[src/rtl/lsb_queue.sv]
// rtl/lsb_queue.sv - in-order load/store queue with operand snooping, single-outstanding memory port and flush drain
// Ports:
//   clk_in, rst_in (async, active-low), rdy_in (global enable), flush_in (ROB clear-up)
//   iss_*          : instruction issue from decoder; full refuses it
//   cdb_*          : RS result broadcast, snooped by waiting entries
//   rob_head_*     : oldest uncommitted ROB tag, gates store dispatch
//   mem_*          : one access at a time to the cache, held until mem_done
//   ld_*           : load result broadcast (one-cycle pulse)
//   st_done/st_rob : store completion pulse to the ROB
module lsb_queue #(
    parameter int DEPTH_BITS = 3,
    parameter int ROB_BITS   = 4
) (
    input  logic                clk_in,
    input  logic                rst_in,
    input  logic                rdy_in,
    input  logic                flush_in,
    input  logic                iss_valid,
    input  logic                iss_is_load,
    input  logic [2:0]          iss_funct3,
    input  logic [31:0]         iss_imm,
    input  logic [31:0]         iss_v1,
    input  logic [31:0]         iss_v2,
    input  logic                iss_dep1,
    input  logic                iss_dep2,
    input  logic [ROB_BITS-1:0] iss_q1,
    input  logic [ROB_BITS-1:0] iss_q2,
    input  logic [ROB_BITS-1:0] iss_rob,
    output logic                full,
    input  logic                cdb_valid,
    input  logic [ROB_BITS-1:0] cdb_rob,
    input  logic [31:0]         cdb_value,
    input  logic                rob_head_valid,
    input  logic [ROB_BITS-1:0] rob_head,
    output logic                mem_req,
    output logic                mem_we,
    output logic [1:0]          mem_size,
    output logic [31:0]         mem_addr,
    output logic [31:0]         mem_wdata,
    input  logic                mem_done,
    input  logic [31:0]         mem_rdata,
    output logic                ld_valid,
    output logic [ROB_BITS-1:0] ld_rob,
    output logic [31:0]         ld_value,
    output logic                st_done,
    output logic [ROB_BITS-1:0] st_rob
);
    localparam int DEPTH = 1 << DEPTH_BITS;

    localparam logic [1:0] S_IDLE  = 2'd0;
    localparam logic [1:0] S_BUSY  = 2'd1;
    localparam logic [1:0] S_DRAIN = 2'd2;

    logic                e_valid  [DEPTH];
    logic                e_load   [DEPTH];
    logic [2:0]          e_funct3 [DEPTH];
    logic [31:0]         e_imm    [DEPTH];
    logic [31:0]         e_v1     [DEPTH];
    logic [31:0]         e_v2     [DEPTH];
    logic                e_dep1   [DEPTH];
    logic                e_dep2   [DEPTH];
    logic [ROB_BITS-1:0] e_q1     [DEPTH];
    logic [ROB_BITS-1:0] e_q2     [DEPTH];
    logic [ROB_BITS-1:0] e_rob    [DEPTH];

    logic [DEPTH_BITS-1:0] head;
    logic [DEPTH_BITS-1:0] tail;
    logic [DEPTH_BITS:0]   count;
    logic [1:0]            state;

    logic push;
    logic pop;
    logic dispatch;
    logic head_ready;
    logic store_ok;

    // count never exceeds DEPTH, so its top bit alone marks a full queue
    assign full = count[DEPTH_BITS];

    // Both broadcast sources: the RS bus and this queue's own load result
    function automatic logic snoop_hit(input logic [ROB_BITS-1:0] q);
        return (cdb_valid && q == cdb_rob) || (ld_valid && q == ld_rob);
    endfunction

    function automatic logic [31:0] snoop_val(input logic [ROB_BITS-1:0] q);
        return (cdb_valid && q == cdb_rob) ? cdb_value : ld_value;
    endfunction

    function automatic logic [31:0] load_extend(input logic [2:0] f3, input logic [31:0] raw);
        case (f3)
            3'd0:    return {{24{raw[7]}}, raw[7:0]};
            3'd1:    return {{16{raw[15]}}, raw[15:0]};
            3'd4:    return {24'd0, raw[7:0]};
            3'd5:    return {16'd0, raw[15:0]};
            default: return raw;
        endcase
    endfunction

    always_comb begin
        head_ready = e_valid[head] && !e_dep1[head] && !e_dep2[head];
        store_ok   = rob_head_valid && (rob_head == e_rob[head]);
        push       = iss_valid && !full && !flush_in;
        pop        = (state == S_BUSY) && mem_done && !flush_in;
        dispatch   = (state == S_IDLE) && !flush_in && head_ready && (e_load[head] || store_ok);
    end

    always_ff @(posedge clk_in or negedge rst_in) begin
        if (!rst_in) begin
            for (int i = 0; i < DEPTH; i++) begin
                e_valid[i]  <= 1'b0;
                e_load[i]   <= 1'b0;
                e_funct3[i] <= '0;
                e_imm[i]    <= '0;
                e_v1[i]     <= '0;
                e_v2[i]     <= '0;
                e_dep1[i]   <= 1'b0;
                e_dep2[i]   <= 1'b0;
                e_q1[i]     <= '0;
                e_q2[i]     <= '0;
                e_rob[i]    <= '0;
            end
            head      <= '0;
            tail      <= '0;
            count     <= '0;
            state     <= S_IDLE;
            mem_req   <= 1'b0;
            mem_we    <= 1'b0;
            mem_size  <= '0;
            mem_addr  <= '0;
            mem_wdata <= '0;
            ld_valid  <= 1'b0;
            ld_rob    <= '0;
            ld_value  <= '0;
            st_done   <= 1'b0;
            st_rob    <= '0;
        end else if (rdy_in) begin
            ld_valid <= 1'b0;
            st_done  <= 1'b0;
            if (flush_in) begin
                for (int i = 0; i < DEPTH; i++) begin
                    e_valid[i] <= 1'b0;
                end
                head  <= '0;
                tail  <= '0;
                count <= '0;
                // An access completing on the flush cycle is over; otherwise
                // the request must stay up until the cache answers.
                if (state != S_IDLE && mem_done) begin
                    state   <= S_IDLE;
                    mem_req <= 1'b0;
                end else if (state == S_BUSY) begin
                    state <= S_DRAIN;
                end
            end else begin
                for (int i = 0; i < DEPTH; i++) begin
                    if (e_valid[i] && e_dep1[i] && snoop_hit(e_q1[i])) begin
                        e_v1[i]   <= snoop_val(e_q1[i]);
                        e_dep1[i] <= 1'b0;
                    end
                    if (e_valid[i] && e_dep2[i] && snoop_hit(e_q2[i])) begin
                        e_v2[i]   <= snoop_val(e_q2[i]);
                        e_dep2[i] <= 1'b0;
                    end
                end

                if (push) begin
                    e_valid[tail]  <= 1'b1;
                    e_load[tail]   <= iss_is_load;
                    e_funct3[tail] <= iss_funct3;
                    e_imm[tail]    <= iss_imm;
                    e_q1[tail]     <= iss_q1;
                    e_q2[tail]     <= iss_q2;
                    e_rob[tail]    <= iss_rob;
                    // Same-cycle broadcast would otherwise be missed by the new entry
                    if (iss_dep1 && snoop_hit(iss_q1)) begin
                        e_v1[tail]   <= snoop_val(iss_q1);
                        e_dep1[tail] <= 1'b0;
                    end else begin
                        e_v1[tail]   <= iss_v1;
                        e_dep1[tail] <= iss_dep1;
                    end
                    if (iss_dep2 && snoop_hit(iss_q2)) begin
                        e_v2[tail]   <= snoop_val(iss_q2);
                        e_dep2[tail] <= 1'b0;
                    end else begin
                        e_v2[tail]   <= iss_v2;
                        e_dep2[tail] <= iss_dep2;
                    end
                    tail <= tail + DEPTH_BITS'(1);
                end

                if (pop) begin
                    e_valid[head] <= 1'b0;
                    head          <= head + DEPTH_BITS'(1);
                end

                count <= count + {{DEPTH_BITS{1'b0}}, push} - {{DEPTH_BITS{1'b0}}, pop};

                case (state)
                    S_IDLE: begin
                        if (dispatch) begin
                            mem_req   <= 1'b1;
                            mem_we    <= !e_load[head];
                            mem_size  <= e_funct3[head][1:0];
                            mem_addr  <= e_v1[head] + e_imm[head];
                            mem_wdata <= e_v2[head];
                            state     <= S_BUSY;
                        end
                    end
                    S_BUSY: begin
                        if (mem_done) begin
                            mem_req <= 1'b0;
                            state   <= S_IDLE;
                            if (e_load[head]) begin
                                ld_valid <= 1'b1;
                                ld_rob   <= e_rob[head];
                                ld_value <= load_extend(e_funct3[head], mem_rdata);
                            end else begin
                                st_done <= 1'b1;
                                st_rob  <= e_rob[head];
                            end
                        end
                    end
                    S_DRAIN: begin
                        if (mem_done) begin
                            mem_req <= 1'b0;
                            state   <= S_IDLE;
                        end
                    end
                    default: state <= S_IDLE;
                endcase
            end
        end
    end
endmodule

[config.mk]
export PLATFORM = sky130hd
export DESIGN_NAME = lsb_queue
export DESIGN_NICKNAME = d
export VERILOG_FILES = /design/src/rtl/lsb_queue.sv
export SDC_FILE = /design/constraint.sdc
export NUM_CORES = 2
export LEC_CHECK = 0
export CAP_MARGIN = 10
export CORE_ASPECT_RATIO = 0.9
export CORE_MARGIN = 3
export CORE_UTILIZATION = 60
export DETAILED_ROUTE_END_ITERATION = 12
export GPL_ROUTABILITY_DRIVEN = 0
export PLACE_DENSITY = 0.8
export SYNTH_ARGS = -nofsm -noshare
export SYNTH_HDL_FRONTEND = slang
export SYNTH_SLANG_ARGS = --single-unit
[constraint.sdc]
create_clock -name clk_in -period 5.95 [get_ports clk_in]
set_input_delay 1.19 -clock clk_in [delete_from_list [all_inputs] [get_ports clk_in]]
set_output_delay 1.19 -clock clk_in [all_outputs]
set_load 0.01 [all_outputs]
==> impl_metrics.json <==
{
  "powerDensity_nw_per_um2": 382.6,
  "start_util": 0.6101,
  "r2r_slack_ns": 0.85,
  "power_frac_seq": 0.403,
  "p_comb_frac": 0.319,
  "cts_setup_buffers": 0,
  "core_area_sq_um": 99010,
  "nFillCells": 7083,
  "min_path_type": "flip-flop to flip-flop",
  "tightest_slew_ns": 1.196,
  "min_period_ns": 5.099,
  "fin_tns_setup_ns": 0,
  "power_leakage_nw": 28.28,
  "place_ws_ns": 0.9566,
  "min_from": "e_v1[81]",
  "drt_first_pass_iters": 9,
  "grt_max_degree": 210,
  "p_switching_mw": 8.755,
  "multi_input_area_sq_um": 32040,
  "async_reset_ff_frac": 1.000,
  "fin_ws_ns": 0.8508,
  "hold_buffers": 0,
  "synth_area_sq_um": 60400,
  "place_hpwl_um": 121700,
  "synth_seq_cells": 1042,
  "cp-start-kind": "flip-flop",
  "startpoint": "head[2]",
  "seqCellArea_sq_um": 26090,
  "cts_resized": 0,
  "cp_max_fo": 65,
  "hold_ws_ns": 0.4786,
  "clockPowerShare": 0.278,
  "end_kind": "flip-flop",
  "rsz0062_at_grt": "false",
  "ant_nets": 0,
  "synth_cell_types": 64,
  "fin_util": 0.6894,
  "yosysTopAreaCell": "dfrtp_1",
  "p_int_mw": 17.36,
  "status": "finished, final reports clean",
  "chipHeight_um": 307.0,
  "grt_pass1_vias": 52735,
  "wirelength_um": 210700,
  "seq_area_frac_synth": 0.4317,
  "final.period_utilization": 0.8570,
  "synthTopCellsByArea": "dfrtp_1 (43%), mux2_2 (13%), mux4_2 (7.8%), mux2i_1 (6.5%), o21ai_0 (4.6%)",
  "syn_area_per_cell_sq_um": 10.31,
  "whs_path_depth": 2,
  "fin_total_pwr_mw": 26.11,
  "clk_pin_slew_ns": 0.07,
  "worstPathRequired_ns": 6.53,
  "ys.flop_type": "dfrtp_1",
  "ys.warnings.count": 0,
  "avgViaCountPerCell": 7.127,
  "synth_edf_count": 0,
  "antenna_found_initial": 11,
  "cts_max_path_buffers": 3,
  "fmaxAchievable_mhz": 196.1,
  "relSlewSlack": 0.2028,
  "grt-ovfl-total": 0,
  "die_w_um": 340.5,
  "clkSinkCount": 1042,
  "cts_tree": "done",
  "vias": 51729,
  "fin_worst_skew_ns": 0.02941,
  "crit_type": "flip-flop to flip-flop",
  "grt_first_pass_wirelength_um": 318100,
  "io_buffers": 304,
  "grt_usage": 0.3952,
  "cap_violations": 0,
  "r2r_cells": 12,
  "cts_root_buf": "clkbuf_16",
  "drive_gt1_frac": 0.2206,
  "drt_iter0_drc": 8195,
  "arrival_ns": 5.68,
  "vdd_drop_max_v": 0.0003030,
  "drc": 0,
  "r2r-start": "head[2]",
  "wl_per_cell_um": 29.03,
  "syn_to_final_growth_pct": 13.00,
  "ios": 305,
  "h-tree-depth": 3,
  "fp-row-count": 109,
  "clock_latency_ns": 0.71,
  "numCtsBuffers": 109,
  "switching_share": 0.3353,
  "synth_fp_nets": 6092,
  "finalMaxSlewViolations": 0,
  "nets": 6059,
  "setup_viol": 0,
  "synth_top_area_frac": 0.4317,
  "hold_viol": 0,
  "postSynthCellCount": 5857,
  "die-area_sq_um": 104500
}
[cells by family after synthesis]
group | count (synthesis) | share of synthesized area
flip-flops | 1042 | 0.4317
buffers and inverters | 651 | 0.04420
XOR/XNOR | 176 | 0.02552
AND/OR/NAND/NOR | 1291 | 0.09249
adder cells (fa/ha/maj) | 41 | 0.008741
multiplexers | 1280 | 0.2698
AO/OA/AOI/OAI | 1376 | 0.1275
[path summary, 6_finish.rpt]
path | endpoint
max in group asynchronous | e_imm[26]
hold reg to reg | e_v1[81]
setup reg to reg | mem_addr[29]
hold / removal | e_v1[81]
setup / recovery | mem_addr[29]
min in group asynchronous | e_v2[232]
[state kept, by name, indices dropped and copies added, names as in the netlist, 8 cells and up]
name	count
mem_addr	32
e_q1	32
e_rob	32
e_dep1	8
e_valid	8
e_funct3	24
e_load	8
e_imm	256
e_v1	256
e_v2	256
mem_wdata	32
e_q2	32
ld_value	32
e_dep2	8
[cell type report]
cell class | count | area share
sequential | 1042 | 0.3822
inverter | 44 | 0.002420
tap | 1332 | 0.02442
antenna | 9 | 0.0003300
clock buffer | 157 | 0.04722
clock inverter | 47 | 0.008267
multi-input combinational | 4164 | 0.4694
timing repair buffer | 463 | 0.06581
[worst max-delay path, stage by stage (launching register included)]
cell and delay, ns:
dfrtp_4 1.13, buf_4 0.67, mux4_2 0.40, mux2_2 0.30
ha_1 0.37, nand2_1 0.09, nor2_1 0.38, nand3_1 0.16
nor4_1 0.49, nor2_1 0.20, o31ai_1 0.32, xor2_1 0.11
mux2_2 0.27
[power groups by stage]
stage	registers, mW	logic (mW)	clock network, mW
floorplan	10.1	5.78	0
detailed placement	10.6	8.05	0
finish	10.5	8.32	7.26
global placement	10.4	7.69	0
global route	10.7	8.95	7.55
CTS	10.5	8.16	7.29
[cell usage in the layout, fill, tap and decap left out, drive strengths merged, types with 30 or more instances in the layout]
cell type         n
dfrtp          1042
mux2            676
o21ai           626
nor2            441
nand2           429
a21oi           417
mux2i           394
nand3           337
clkdlybuf4s50   303
mux4            210
a22oi           194
buf             160
clkbuf          157
xor2            118
xnor2            58
inv              46
ha               39
a31oi            38
nor4             37
clkinv           30
[stage by stage]
step / cells / instance area, sq um
after detailed placement: 7045 / 64450
after CTS: 7249 / 68230
after global placement: 7045 / 64450
final: 7258 / 68260
after global routing: 7252 / 68240
after floorplan: 5857 / 60400
[metal layers]
metal,wire length (um),global-route usage
met1,74310,0.5011
met2,90970,0.5858
met3,30280,0.1392
met4,15110,0.2387
met5,55,0
[Yosys cell counts (43+ instances only)]
| cell type | instances |
|---|---|
| a22oi_1 | 194 |
| dfrtp_1 | 1042 |
| buf_2 | 76 |
| mux2i_1 | 393 |
| o21ai_0 | 556 |
| xnor2_1 | 58 |
| a21oi_1 | 417 |
| nor2_1 | 440 |
| inv_1 | 43 |
| nand3_1 | 337 |
| nand2_1 | 429 |
| mux4_2 | 210 |
| o21ai_1 | 69 |
| xor2_1 | 118 |
| buf_1 | 65 |
| clkbuf_1 | 443 |
| mux2_2 | 673 |
No activity file was read; power rests on OpenSTA's default activity.
